## config.mk

```make
export PLATFORM = sky130hd
export DESIGN_NAME = decoder_3to8_pulse
export DESIGN_NICKNAME = d
export VERILOG_FILES = /design/src/rtl/enc_dec_pkg.sv /design/src/rtl/onehot_dec.sv /design/src/rtl/decoder_3to8_pulse.sv
export SDC_FILE = /design/constraint.sdc
export NUM_CORES = 1
export LEC_CHECK = 0
export CAP_MARGIN = 25
export CORE_ASPECT_RATIO = 0.8
export CORE_MARGIN = 3
export CORE_UTILIZATION = 45
export CTS_CLUSTER_DIAMETER = 100
export DETAILED_ROUTE_END_ITERATION = 7
export GPL_TIMING_DRIVEN = 0
export MAX_ROUTING_LAYER = met4
export PLACE_DENSITY = 0.71
export SLEW_MARGIN = 20
export SYNTH_ARGS = -nofsm -noshare
export SYNTH_HDL_FRONTEND = slang
export SYNTH_SLANG_ARGS = --single-unit
```

## constraint.sdc

```tcl
create_clock -name clk -period 2.7 [get_ports clk]
set_input_delay 0.27 -clock clk [delete_from_list [all_inputs] [get_ports clk]]
set_output_delay 0.27 -clock clk [all_outputs]
set_load 0.005 [all_outputs]
```

## src/rtl/enc_dec_pkg.sv

```systemverilog
// Shared definitions for the encoder/decoder pair: FSM state codes and sizing helper.
// Latency: n/a (declarations only).
// Backpressure: n/a.
package enc_dec_pkg;

    // FSM state encodings shared by the pulse decoder
    localparam logic [1:0] ST_IDLE   = 2'd0;
    localparam logic [1:0] ST_ACTIVE = 2'd1;
    localparam logic [1:0] ST_GAP    = 2'd2;

    // Larger of two integers, used to size down-counters at elaboration
    function automatic int max(input int a, input int b);
        return (a > b) ? a : b;
    endfunction

endpackage

```

## src/rtl/onehot_dec.sv

```systemverilog
// Combinational binary code to one-hot line decoder.
// Latency: 0 cycles (pure combinational).
// Backpressure: none; output follows the code input.
module onehot_dec #(
    parameter int SEL_W = 3
) (
    input  logic [SEL_W-1:0]      code_i,
    output logic [(2**SEL_W)-1:0] onehot_o
);

    localparam int OUT_W = 2**SEL_W;

    // Every SEL_W-bit value selects a real line, so no range check is needed
    assign onehot_o = OUT_W'(1) << code_i;

endmodule

```

## src/rtl/decoder_3to8_pulse.sv

```systemverilog
// Accepts select codes over valid/ready and drives the decoded one-hot line for
// HOLD_CYCLES cycles, then GAP_CYCLES low cycles. Latency: y updates 1 cycle after
// a transfer. Backpressure: in_ready low while a hold/gap is running or en is low.
module decoder_3to8_pulse
    import enc_dec_pkg::*;
#(
    parameter int SEL_W       = 3,
    parameter int HOLD_CYCLES = 4,
    parameter int GAP_CYCLES  = 1
) (
    input  logic                  clk,
    input  logic                  rst_n,
    input  logic                  en,
    input  logic                  in_valid,
    input  logic [SEL_W-1:0]      in_code,
    output logic                  in_ready,
    output logic [(2**SEL_W)-1:0] y,
    output logic                  busy,
    output logic                  done
);

    localparam int OUT_W = 2**SEL_W;
    localparam int CW    = $clog2(max(HOLD_CYCLES, GAP_CYCLES) + 1);

    // Reload values: the counter counts down to zero, so load N-1 for N cycles
    localparam logic [CW-1:0] HOLD_LD  = CW'((HOLD_CYCLES > 0) ? HOLD_CYCLES - 1 : 0);
    localparam logic [CW-1:0] GAP_LD   = CW'((GAP_CYCLES > 0) ? GAP_CYCLES - 1 : 0);
    localparam logic          GAP_ZERO = 1'(GAP_CYCLES == 0);

    if (HOLD_CYCLES < 1) begin : g_bad_hold
        $error("decoder_3to8_pulse: HOLD_CYCLES must be >= 1");
    end

    logic [1:0]       state_q, state_d;
    logic [CW-1:0]    cnt_q, cnt_d;
    logic [OUT_W-1:0] y_q, y_d;
    logic             busy_q, busy_d;
    logic             done_q, done_d;

    logic [OUT_W-1:0] dec_onehot;
    logic             cnt_zero;
    logic             xfer;

    onehot_dec #(
        .SEL_W (SEL_W)
    ) u_onehot_dec (
        .code_i   (in_code),
        .onehot_o (dec_onehot)
    );

    assign cnt_zero = (cnt_q == '0);

    // Ready in IDLE, on the last GAP cycle, or on the last hold cycle when there is no gap
    assign in_ready = en & ((state_q == ST_IDLE)
                          | ((state_q == ST_GAP) & cnt_zero)
                          | (GAP_ZERO & (state_q == ST_ACTIVE) & cnt_zero));

    assign xfer = in_valid & in_ready;

    // Next-state logic: FSM, down-counter, registered one-hot and done pulse
    always_comb begin
        state_d = state_q;
        cnt_d   = cnt_q;
        y_d     = y_q;
        done_d  = 1'b0;

        if (!en) begin
            // Abort: discard any hold in progress without a done pulse
            state_d = ST_IDLE;
            cnt_d   = '0;
            y_d     = '0;
        end else begin
            case (state_q)
                ST_IDLE: begin
                    if (xfer) begin
                        state_d = ST_ACTIVE;
                        cnt_d   = HOLD_LD;
                        y_d     = dec_onehot;
                    end
                end
                ST_ACTIVE: begin
                    if (!cnt_zero) begin
                        cnt_d = cnt_q - CW'(1);
                    end else begin
                        // Last hold cycle finishes normally in every branch here
                        done_d = 1'b1;
                        if (xfer) begin
                            // Only reachable with no gap: reload straight into a new hold
                            state_d = ST_ACTIVE;
                            cnt_d   = HOLD_LD;
                            y_d     = dec_onehot;
                        end else if (!GAP_ZERO) begin
                            state_d = ST_GAP;
                            cnt_d   = GAP_LD;
                            y_d     = '0;
                        end else begin
                            state_d = ST_IDLE;
                            y_d     = '0;
                        end
                    end
                end
                ST_GAP: begin
                    if (!cnt_zero) begin
                        cnt_d = cnt_q - CW'(1);
                    end else if (xfer) begin
                        state_d = ST_ACTIVE;
                        cnt_d   = HOLD_LD;
                        y_d     = dec_onehot;
                    end else begin
                        state_d = ST_IDLE;
                    end
                end
                default: begin
                    state_d = ST_IDLE;
                    cnt_d   = '0;
                    y_d     = '0;
                end
            endcase
        end

        busy_d = (state_d != ST_IDLE);
    end

    // State and output registers with asynchronous active-low reset
    always_ff @(posedge clk or negedge rst_n) begin
        if (!rst_n) begin
            state_q <= ST_IDLE;
            cnt_q   <= '0;
            y_q     <= '0;
            busy_q  <= 1'b0;
            done_q  <= 1'b0;
        end else begin
            state_q <= state_d;
            cnt_q   <= cnt_d;
            y_q     <= y_d;
            busy_q  <= busy_d;
            done_q  <= done_d;
        end
    end

    assign y    = y_q;
    assign busy = busy_q;
    assign done = done_q;

endmodule

```

### Yosys cells after proc, flatten, opt, wreduce, memory -nomap -nowiden

Cells that the tools add are included.

| cells by class | value |
|---|---|
| add/subtract/negate cells | 1 |
| equality and inequality tests | 4 |
| shifts and indexed selects | 1 |
| muxes and demuxes | 22 |
| bitwise operators | 4 |
| reduce and logical (&&, ||, !) cells | 4 |

Operators by type and width:

| kind | number |
|---|---|
| 8-bit 2-to-1 mux | 5 |
| 8-bit one-hot mux with 3 select lines | 1 |
| 2-bit 2-to-1 mux | 6 |
| 3-bit 2-to-1 mux | 4 |
| 3-bit one-hot mux with 3 select lines | 1 |
| 1-bit by 3-bit left shift with 8-bit output, first input constant | 1 |
| 3-bit != test, second input constant | 2 |
| 2-bit one-hot mux with 3 select lines | 1 |
| 1-bit 2-to-1 mux | 4 |
| 1-bit bitwise AND | 3 |
| 3-bit zero test | 1 |
| 3-bit by 1-bit subtractor with 3-bit output, second input constant | 1 |
| 2-bit by 1-bit == test with 1-bit output, second input constant | 1 |
| 2-bit == test, second input constant | 1 |
| 2-bit zero test | 1 |
| 2-bit AND reduction | 1 |
| 2-bit nonzero test | 1 |
| 1-bit bitwise OR | 1 |

| word-level totals | value |
|---|---|
| flip-flop bits (word level) | 15 |
| input bits | 7 |

### Depth between registers and ports, before layout

Gate-level depths: netlist of the first run.

| logic depth | value |
|---|---|
| word-level depth | 10 |
| mapped depth | 7 |

### By module

From an unflattened synthesis of the first run, not the netlist that was laid out.

| unflattened totals | value |
|---|---|
| cells, all modules | 72 |
| area total of the unflattened synthesis | 804.5 um^2 |

Modules (own cells, without submodules):

| module | times used | cells each | area an instance (um^2) | sequential area each (um^2) |
|---|---|---|---|---|
| decoder_3to8_pulse | 1 | 64 | 739.5 | 375.4 |
| onehot_dec | 1 | 8 | 65.1 | 0.0 |

### Least setup slack after synthesis of the first run

OpenSTA, ideal clock, no wires.

| path | value |
|---|---|
| kind | register to output |
| from | register cnt_q[0] |
| to | output port in_ready |
| arrival time | 1,278 ps |
| setup slack | 1,152 ps |
| stages on the path, launching flop included | 7 |
| path through | dfrtp_1 -> inv_1 -> ha_1 -> ha_1 -> nor2b_1 -> buf_4 -> nor3b_1 |

| between the ends | value |
|---|---|
| word-level cells in the longest chain between the ends | 4 |

Ends and longest elaborated chain:

| what | line | text |
|---|---|---|
| start, declared | decoder_3to8_pulse.sv:35 | `logic [CW-1:0] cnt_q, cnt_d;` |
| start signal, assigned | decoder_3to8_pulse.sv:134 | `cnt_q <= cnt_d;` |
| 3-bit zero test | decoder_3to8_pulse.sv:51 | `assign cnt_zero = (cnt_q == '0);` |
| 1-bit bitwise AND | decoder_3to8_pulse.sv:55 | `\| ((state_q == ST_GAP) & cnt_zero)` |
| 1-bit bitwise OR | decoder_3to8_pulse.sv:55 |  |
| 1-bit bitwise AND | decoder_3to8_pulse.sv:54 | `assign in_ready = en & ((state_q == ST_IDLE)` |
| end, declared | decoder_3to8_pulse.sv:16 | `output logic in_ready,` |

Every way passes these cells.

### Worst setup path in the final report of the first run

Ends and elaborated chain as after synthesis.

==> results of run 1 <==
==> state kept, by name, summed over array words and instances (netlist names) <==
name	count
y	8
cnt_q	3
state_q	2
busy	1
done	1
==> area by class of cell <==
type | count | share of cell area (%)
tap | 21 | 2.648
buffer | 3 | 2.396
sequential | 15 | 37.83
timing repair buffer | 16 | 16.14
multi-input combinational | 43 | 35.94
inverter | 6 | 2.270
clock buffer | 3 | 2.270
clock inverter | 1 | 0.5044
==> cell usage in the layout (no fill, tap or decap) <==
| master | n |
|---|---|
| dfrtp_1 | 15 |
| nor3_1 | 2 |
| ha_1 | 3 |
| inv_1 | 6 |
| clkbuf_4 | 3 |
| and3_1 | 1 |
| a22o_4 | 1 |
| a21boi_1 | 2 |
| nor2b_1 | 5 |
| buf_2 | 1 |
| or2_1 | 1 |
| nor3b_1 | 2 |
| a211oi_2 | 1 |
| mux2i_1 | 2 |
| a22o_1 | 6 |
| buf_6 | 1 |
| clkinv_2 | 1 |
| nor3_2 | 1 |
| o21ai_1 | 1 |
| nor2_1 | 5 |
| buf_4 | 1 |
| or3b_1 | 1 |
| a32o_1 | 4 |
| nand3b_1 | 2 |
| xor2_1 | 1 |
| a22oi_1 | 1 |
| nor3b_4 | 1 |
| clkdlybuf4s50_1 | 16 |
==> worst max-delay path, stage by stage (launching register included) <==
cell	delay, ns
dfrtp_1	0.40
inv_1	0.09
ha_1	0.17
ha_1	0.29
nor2b_1	0.07
buf_4	0.18
nor3b_1	0.17
clkdlybuf4s50_1	0.52
==> power by group <==
part	internal, mW	switching (mW)	total (mW)
clock	0.0550	0.0650	0.120
combinational	0.0674	0.0670	0.134
sequential	0.240	0.00959	0.250
total	0.363	0.142	0.504
==> path summary, 6_finish.rpt <==
kind / start / end / slack [ns]
worst max-delay path: cnt_q[0] / in_ready / 0.25
worst min-delay path: en / cnt_q[2] / 0.33
worst max register to register: cnt_q[0] / y[5] / 0.97
worst min register to register: y[4] / y[4] / 0.51
max in group asynchronous: rst_n / y[0] / 1.91
min in group asynchronous: rst_n / y[3] / 0.38
==> per-layer routing <==
metal,global-route usage [%],vias to the layer above
met5,-,-
met4,3.061,0
met3,6.316,2
met2,19.31,12
met1,20.78,267
li1,-,284
==> metrics by stage <==
step | setup slack [ns] | std cells | hold WS [ns]
2_1_floorplan | 1.152 | 67 | -0.02559
3_3_place_gp | 0.5623 | 104 | 0.4825
3_5_place_dp | 0.5491 | 104 | 0.4932
4_1_cts | 0.2266 | 108 | 0.3166
5_1_grt | 0.06507 | 108 | 0.3248
6_report | 0.2544 | 108 | 0.3268
==> cells by family (layout without fill, tap and decap cells) <==
group | Yosys count | in the layout | share of synthesized area, %
buf+inv | 9 | 29 | 5.948
flops | 15 | 15 | 48.23
simple gates | 21 | 21 | 18.01
mux | 2 | 2 | 2.572
xor+xnor | 1 | 1 | 1.126
fa+ha+maj | 3 | 3 | 4.824
compound gates | 16 | 16 | 19.29
==> impl_metrics.csv, run 1 <==
group,metric,value,unit
status,outcome,"finished clean",
worst_hold_path,hp-class,"input port to flop",
floorplanning,die_y,43.20,um
yosys,synthTopCellsByArea,"dfrtp_1 48%, a22o_1 6.8%, a32o_1 5.1%",
placed_design,dp_hpwl,1112,um
global_route,grt_pass1_vias,513,
worst_setup_path,endpoint_kind,"primary output",
yosys,postSynthAreaPerCell,11.62,um2
global_route,antenna_found_initial,0,
detailed_routing,vias_per_cell,5.231,
timing,rsz0062_at_grt,"no",
timing,tightest_slew,0.6405,ns
global_route,track_usage,14.70,%
clocking,cts_root_buf,"clkbuf_4",
detailed_routing,wl_met2,598,um
floorplanning,start_util,51.83,%
layout,multi_input_area,356.6,um2
detailed_routing,wl_met3,59,um
layout,drive_gt1_share,12.64,%
yosys,ys_seq_area_share,48.23,%
clocking,clk_pin_slew,0.08,ns
job,maxCapViolations,0,
layout,layout.area.seq,375.4,um2
detailed_routing,wirelength_met1,754,um
yosys,synth_edf_count,0,
detailed_routing,drc_errors,0,
timing,maxSlewViolCount,0,
timing,relSlewSlack,57.17,%
detailed_routing,dr.pass1.iters,3,
clocking,cts_setup_buffers,0,
placed_design,port_buffers,16,
clocking,post_cts_resized,0,
placed_design,dpl_cell_area,964.7,um2
layout,diodes,0,
detailed_routing,drtIter0Drc,8,
global_route,grt_pass1_wl,2359,um
yosys,synth_top_cell_area_share,48.23,%
layout,fin_nets,98,
power,p_total,0.5042,mW
floorplanning,die_x,52.50,um
yosys,syn-cell-area,778.2,um2
clocking,hold_buffers,0,
floorplanning,io_pins,18,
detailed_routing,ant_nets,0,
global_route,grt_max_degree,16,
detailed_routing,top_layer,"met4",
global_route,grt-ovfl-total,0,
worst_setup_path,rr_worst_depth,7,
layout,fillerInstances,124,
floorplanning,rows,12,
yosys,synth_warnings,0,
timing,max_freq,0.4089,GHz
yosys,ys.flop_type,"dfrtp_1",
yosys,synth.top_cells.by_count,"15 x dfrtp_1, 6 x a22o_1, 6 x inv_1",
yosys,synth_fp_nets,77,
power,p_per_area,508.1,nW/um2
clocking,cts_made_buffers,3,
yosys,ys_ff_latch,15,
layout,layout.cell_area.non_filler,992.2,um2
clocking,cts_buffer_depth,2,
timing,hold_viol_final,0,
timing,setup_tns,0,ns
worst_setup_path,start_kind,"flop",
layout,final_core_util,66.08,%
worst_hold_path,min_delay_path_depth,2,
detailed_routing,wl,1423,um
power,p_leak,0.4423,nW
detailed_routing,route.vias.total,565,
timing,skew,0.004015,ns
yosys,yosysTopAreaCell,"dfrtp_1",
floorplanning,core_area,1501,um2
timing,setup_violations,0,
timing,period_share,90.58,%
detailed_routing,wl_per_cell,13.18,um
yosys,synthMostInstantiatedCell,"dfrtp_1",
timing,fin_crit,2.446,ns
worst_setup_path,cp.required,2.43,ns
clocking,clk-insertion-delay-late,0.28,ns
worst_setup_path,cp_data_arrival_time,2.18,ns
floorplanning,dieArea,2268,um2
layout,areaGrowthSynthToFinish,27.49,%
clocking,cts_num_sinks,15,
clocking,cts_tree,"yes",
power,vdd_drop_max,0.0004523,V
yosys,yosys.cell_types.count,25,
worst_setup_path,crit_type,"flop to primary output",
placed_design,place_congestion,0.7429,
yosys,async_flop_share,100.0,%
worst_setup_path,cp_max_fo,8,
clocking,ctsHtreeMaxLevel,1,
yosys,synth_cells,67,
Power figures use the tool's default switching activity.
==> inputs of run 2 (changes only) <==
- CTS_BUF_LIST: default -> sky130_fd_sc_hd__clkbuf_16
- DONT_BUFFER_PORTS: default -> 1
- HOLD_SLACK_MARGIN: default -> 0.06
- PLACE_DENSITY: 0.71 -> 0.58
==> run 2 against run 1 <==
Against the previous run: worst setup slack improved by 0.46 ns; critical path depth is 1 lower; design area shrank 10%; first-iteration DRC count decreased by 13%; global-route usage rose by 0.16 points; sequential cell count unchanged; combinational power shrank 19%.
==> impl_metrics.csv, run 2 (synthesized netlist as in run 1, its figures left out) <==
group,metric,value,unit
timing,relSlewSlack,55.74,%
clocking,cts_num_sinks,15,
placed_design,place_congestion,0.7716,
timing,maxSlewViolCount,0,
layout,areaGrowthSynthToFinish,14.79,%
worst_setup_path,endpoint_kind,"primary output",
worst_setup_path,rr_worst_depth,7,
clocking,cts_buffer_depth,2,
layout,drive_gt1_share,13.89,%
clocking,clk-insertion-delay-late,0.24,ns
worst_setup_path,cp.required,2.43,ns
floorplanning,io_pins,18,
worst_hold_path,hp-start,"in_code[0]",
timing,hold_viol_final,0,
worst_setup_path,cp_common_cell,"ha_1",
timing,layout_setup_ws,0.7151,ns
status,outcome,"finished clean",
layout,final_common_cell,"dfrtp_1",
clocking,cts_tree,"yes",
worst_setup_path,r2r_slack,0.94,ns
worst_hold_path,hp-class,"input port to flop",
worst_setup_path,crit_type,"flop to primary output",
layout,layout.cell_area.non_filler,893.4,um2
layout,fin_nets,83,
worst_hold_path,holdPathEnd,"y[7]",
detailed_routing,dr.pass1.iters,4,
worst_setup_path,worstPathCellList,"inv_1, ha_1, ha_1, nor2b_1, buf_4, nor3b_1",
timing,tightest_slew,0.6618,ns
layout,fillerInstances,128,
job,maxCapViolations,0,
worst_setup_path,max_stage_delay,0.38,ns
detailed_routing,wl,1418,um
layout,diodes,0,
worst_setup_path,rr_endpoint,"y[5]",
timing,setup_violations,0,
detailed_routing,ant_nets,0,
timing,skew,0.004004,ns
worst_hold_path,min_delay_path_depth,1,
detailed_routing,drtIter0Drc,7,
placed_design,dpl_worst_slack,0.9720,ns
clocking,cts_root_buf,"clkbuf_16",
floorplanning,die_y,43.20,um
global_route,track_usage,14.86,%
placed_design,dpl_cell_area,804.5,um2
global_route,grt_pass1_vias,491,
clocking,clk_pin_slew,0.04,ns
timing,fin_crit,1.985,ns
global_route,grt_pass1_wl,2373,um
timing,period_share,73.52,%
power,vdd_drop_max,0.0006377,V
detailed_routing,wl_per_cell,15.25,um
floorplanning,core_area,1501,um2
clocking,ctsHtreeMaxLevel,1,
global_route,antenna_found_initial,0,
worst_setup_path,cp_max_fo,8,
floorplanning,rows,12,
worst_setup_path,r2r-start,"cnt_q[0]",
detailed_routing,vias_per_cell,5.634,
power,p_per_area,712.8,nW/um2
placed_design,dp_hpwl,1061,um
timing,setup_tns,0,ns
power,p_leak,0.4131,nW
global_route,grt-ovfl-total,0,
layout,largest_reg_flops,8,
worst_setup_path,cp_data_arrival_time,1.71,ns
detailed_routing,drc_errors,0,
detailed_routing,route.vias.total,524,
worst_setup_path,start_kind,"flop",
global_route,grt_max_degree,16,
timing,rsz0062_at_grt,"no",
worst_setup_path,cp_slowest_cell,"dfrtp_1",
layout,final_core_util,59.50,%
power,p_total,0.6368,mW
clocking,cts_setup_buffers,0,
placed_design,port_buffers,0,
layout,layout_common_cells,"15 x dfrtp_1, 7 x inv_1, 6 x a22o_1",
timing,max_freq,0.5038,GHz
floorplanning,dieArea,2268,um2
floorplanning,die_x,52.50,um
floorplanning,start_util,51.83,%
clocking,cts_made_buffers,3,
==> run 2: cell count changes in the layout (fill, tap and decap cells not counted), sizes merged <==
cell and change:
inv +1, dlygate4sd3 +1, clkdlybuf4s50 -16, clkinv -1
==> run 2: cell type report <==
type	count	area (um2)	share of cell area, %
multi-input cells	43	356.6	39.92
flip-flops and latches	15	375.4	42.02
inverters	6	22.52	2.521
plain buffers	3	23.77	2.661
clock inverters	1	3.754	0.4202
clock buffers	3	75.07	8.403
repair buffers	1	10.01	1.120
well taps	21	26.28	2.941
==> run 2: what timing repair did <==
item | CTS | global route
resized for setup | 0 | 0
hold endpoints to repair | 15 | 0
hold buffers | 1 | 0
==> run 2: worst max-delay path by stage <==
stage / start / to / slack (ns) / depth (start not counted)
5_1_grt: cnt_q[0] / in_ready / 0.62 / 6
3_5_place_dp: cnt_q[0] / y[5] / 0.97 / 7
6_report: cnt_q[0] / in_ready / 0.72 / 6
3_3_place_gp: cnt_q[0] / y[5] / 0.98 / 7
2_1_floorplan: cnt_q[0] / in_ready / 1.15 / 6
4_1_cts: cnt_q[0] / in_ready / 0.71 / 6
==> run 2: report_power, final <==
group | internal [mW] | switching [mW] | leakage (nW) | total [mW]
Sequential | 0.242 | 0.0112 | 0.203 | 0.253
Combinational | 0.0470 | 0.0618 | 0.168 | 0.109
Clock | 0.195 | 0.0801 | 0.0423 | 0.275
==> run 2: routing by layer <==
metal / vias to the layer above / track usage, % / wire length (um)
met1: 248 / 19.31 / 677
met5: - / - / 0
li1: 253 / - / -
met4: 0 / 4.592 / 9
met2: 21 / 19.80 / 630
met3: 2 / 7.719 / 101
==> run 2: per-stage QoR <==
step / hold slack, ns / cells
floorplan: -0.02559 / 67
global placement: -0.02528 / 88
detailed placement: -0.02525 / 88
CTS: 0.1985 / 93
global route: 0.1945 / 93
finish: 0.1975 / 93
==> run 2: critical path: cells and delay by family, from the launching register on <==
kind / cells / cell delay [ns]
buffers and inverters: 2 / 0.26
adder cells (fa/ha/maj): 2 / 0.49
flip-flops: 1 / 0.38
AND/OR/NAND/NOR: 2 / 0.34
==> inputs of run 3 (changes only) <==
- clock period: 2.7 -> 1.97 ns (I/O delays scaled with it)
==> run 3 against run 2 <==
Against the previous run: core utilization is 0.17 points higher; sequential cell count stayed put; critical path depth is the same; global-route usage stayed put; wire length is 0.42% lower; largest power group unchanged; critical endpoint unchanged; clock-buffer cell count unchanged; via count is 3.4% lower; sequential power grew 37%; worst hold slack got worse by 0.071 ns.
==> impl_metrics.csv, run 3 (synthesized netlist as in run 1, its figures left out) <==
group,metric,value,unit
floorplanning,die_x,52.50,um
clocking,cts_num_sinks,15,
clocking,cts_made_buffers,3,
worst_setup_path,cp.required,1.77,ns
worst_setup_path,cp_max_fo,8,
clocking,cts_tree,"yes",
global_route,grt-ovfl-total,0,
detailed_routing,wl_per_cell,15.18,um
detailed_routing,wl_met3,54,um
timing,hold_ws,0.1262,ns
power,p_per_area,973.9,nW/um2
detailed_routing,wl,1412,um
timing,relSlewSlack,55.72,%
detailed_routing,drtIter0Drc,5,
worst_setup_path,crit_path_start,"cnt_q[0]",
detailed_routing,drc_errors,0,
worst_hold_path,hp-class,"input port to flop",
power,p_seq_share,39.7,%
worst_setup_path,crit_type,"flop to primary output",
layout,drive_gt1_share,15.28,%
timing,setup_tns,0,ns
timing,skew,0.004006,ns
power,swShare,23.83,%
layout,layout_common_cells,"15 x dfrtp_1, 7 x inv_1, 6 x a22o_1",
floorplanning,core_area,1501,um2
worst_hold_path,hp-start,"in_code[0]",
worst_setup_path,start_kind,"flop",
power,switchingPower,0.2079,mW
clocking,cts_setup_buffers,0,
power,vdd_drop_max,0.0008702,V
timing,rsz0062_at_grt,"no",
timing,maxSlewViolCount,0,
placed_design,port_buffers,0,
status,outcome,"finished clean",
clocking,clk_pin_slew,0.04,ns
floorplanning,rows,12,
timing,tightest_slew,0.6620,ns
detailed_routing,wirelength_met1,714,um
layout,diodes,0,
layout,fin_nets,83,
worst_setup_path,rr_worst_depth,7,
detailed_routing,dr.pass1.iters,4,
clocking,ctsHtreeMaxLevel,1,
detailed_routing,vias_per_cell,5.441,
worst_setup_path,cp_data_arrival_time,1.64,ns
job,maxCapViolations,0,
layout,final_common_cell,"dfrtp_1",
placed_design,place_congestion,0.7716,
timing,hold_viol_final,0,
global_route,track_usage,14.86,%
detailed_routing,wl_met2,634,um
global_route,grt_pass1_wl,2373,um
clocking,cts_root_buf,"clkbuf_16",
power,power_frac_clock,43.0,%
power,p_leak,0.4121,nW
layout,largest_reg_flops,8,
worst_setup_path,r2r_slack,0.28,ns
worst_setup_path,endpoint_kind,"primary output",
worst_hold_path,min_delay_path_depth,1,
clocking,clk-insertion-delay-late,0.24,ns
layout,fillerInstances,126,
power,p_comb_share,17.3,%
timing,max_freq,0.5431,GHz
power,power.internal,0.6645,mW
clocking,cts_buffer_depth,2,
timing,fin_crit,1.841,ns
floorplanning,io_pins,18,
timing,setup_violations,0,
detailed_routing,ant_nets,0,
global_route,grt_pass1_vias,491,
layout,areaGrowthSynthToFinish,15.11,%
placed_design,dp_hpwl,1061,um
floorplanning,start_util,51.83,%
detailed_routing,route.vias.total,506,
global_route,antenna_found_initial,0,
detailed_routing,top_layer,"met4",
worst_setup_path,r2r-start,"cnt_q[0]",
floorplanning,dieArea,2268,um2
timing,period_share,93.47,%
global_route,grt_max_degree,16,
floorplanning,die_y,43.20,um
==> run 3: repair_timing <==
action,4_1_cts,5_1_grt
resized for setup,0,1
hold buffers,1,0
endpoints found under the setup margin,0,1
endpoints found under the hold margin,15,0
==> run 3: worst max-delay path, stage by stage, from the launching register on <==
cell,delay [ns]
dfrtp_1,0.38
inv_1,0.08
ha_1,0.19
ha_2,0.26
nor2b_1,0.06
buf_4,0.17
nor3b_1,0.25
==> run 3: layout make-up <==
cell class              count  area, um2  area share, %
plain buffers               3      23.77          2.654
well taps                  21      26.28          2.933
inverters                   6      22.52          2.514
clock buffers               3      75.07          8.380
multi-input cells          43      359.1          40.08
clock inverters             1      3.754         0.4190
flip-flops and latches     15      375.4          41.90
repair buffers              1      10.01          1.117
==> run 3: power groups by stage <==
| stage | Combinational, mW | Sequential (mW) | Clock (mW) |
|---|---|---|---|
| after global routing | 0.170 | 0.349 | 0.402 |
| after detailed placement | 0.142 | 0.351 | 0 |
| final | 0.151 | 0.346 | 0.375 |
| after floorplan | 0.117 | 0.348 | 0 |
| after CTS | 0.151 | 0.347 | 0.386 |
| after global placement | 0.138 | 0.351 | 0 |
==> run 3: per-stage QoR <==
stage / power (mW) / instances / instance area [um2] / utilization, % / setup slack [ns]
after CTS: 0.8828 / 93 / 893.4 / 59.50 / 0.05399
after detailed placement: 0.4929 / 88 / 804.5 / 53.58 / 0.2420
final: 0.8725 / 93 / 895.9 / 59.67 / 0.1287
after floorplan: 0.4647 / 67 / 778.2 / - / 0.4311
after global routing: 0.9209 / 93 / 895.9 / 59.67 / 0.02738
after global placement: 0.4890 / 88 / 804.5 / 53.58 / 0.2474
==> run 3: final timing paths <==
check	endpoint
min in group asynchronous	cnt_q[2]
setup reg to reg	y[5]
setup / recovery	in_ready
hold reg to reg	y[5]
max in group asynchronous	state_q[0]
hold / removal	y[7]
==> run 3: layer usage <==
layer,up-vias,track usage (%)
li1,252,-
met1,242,19.31
met2,10,19.80
met3,2,7.719
met4,0,4.592
met5,-,-
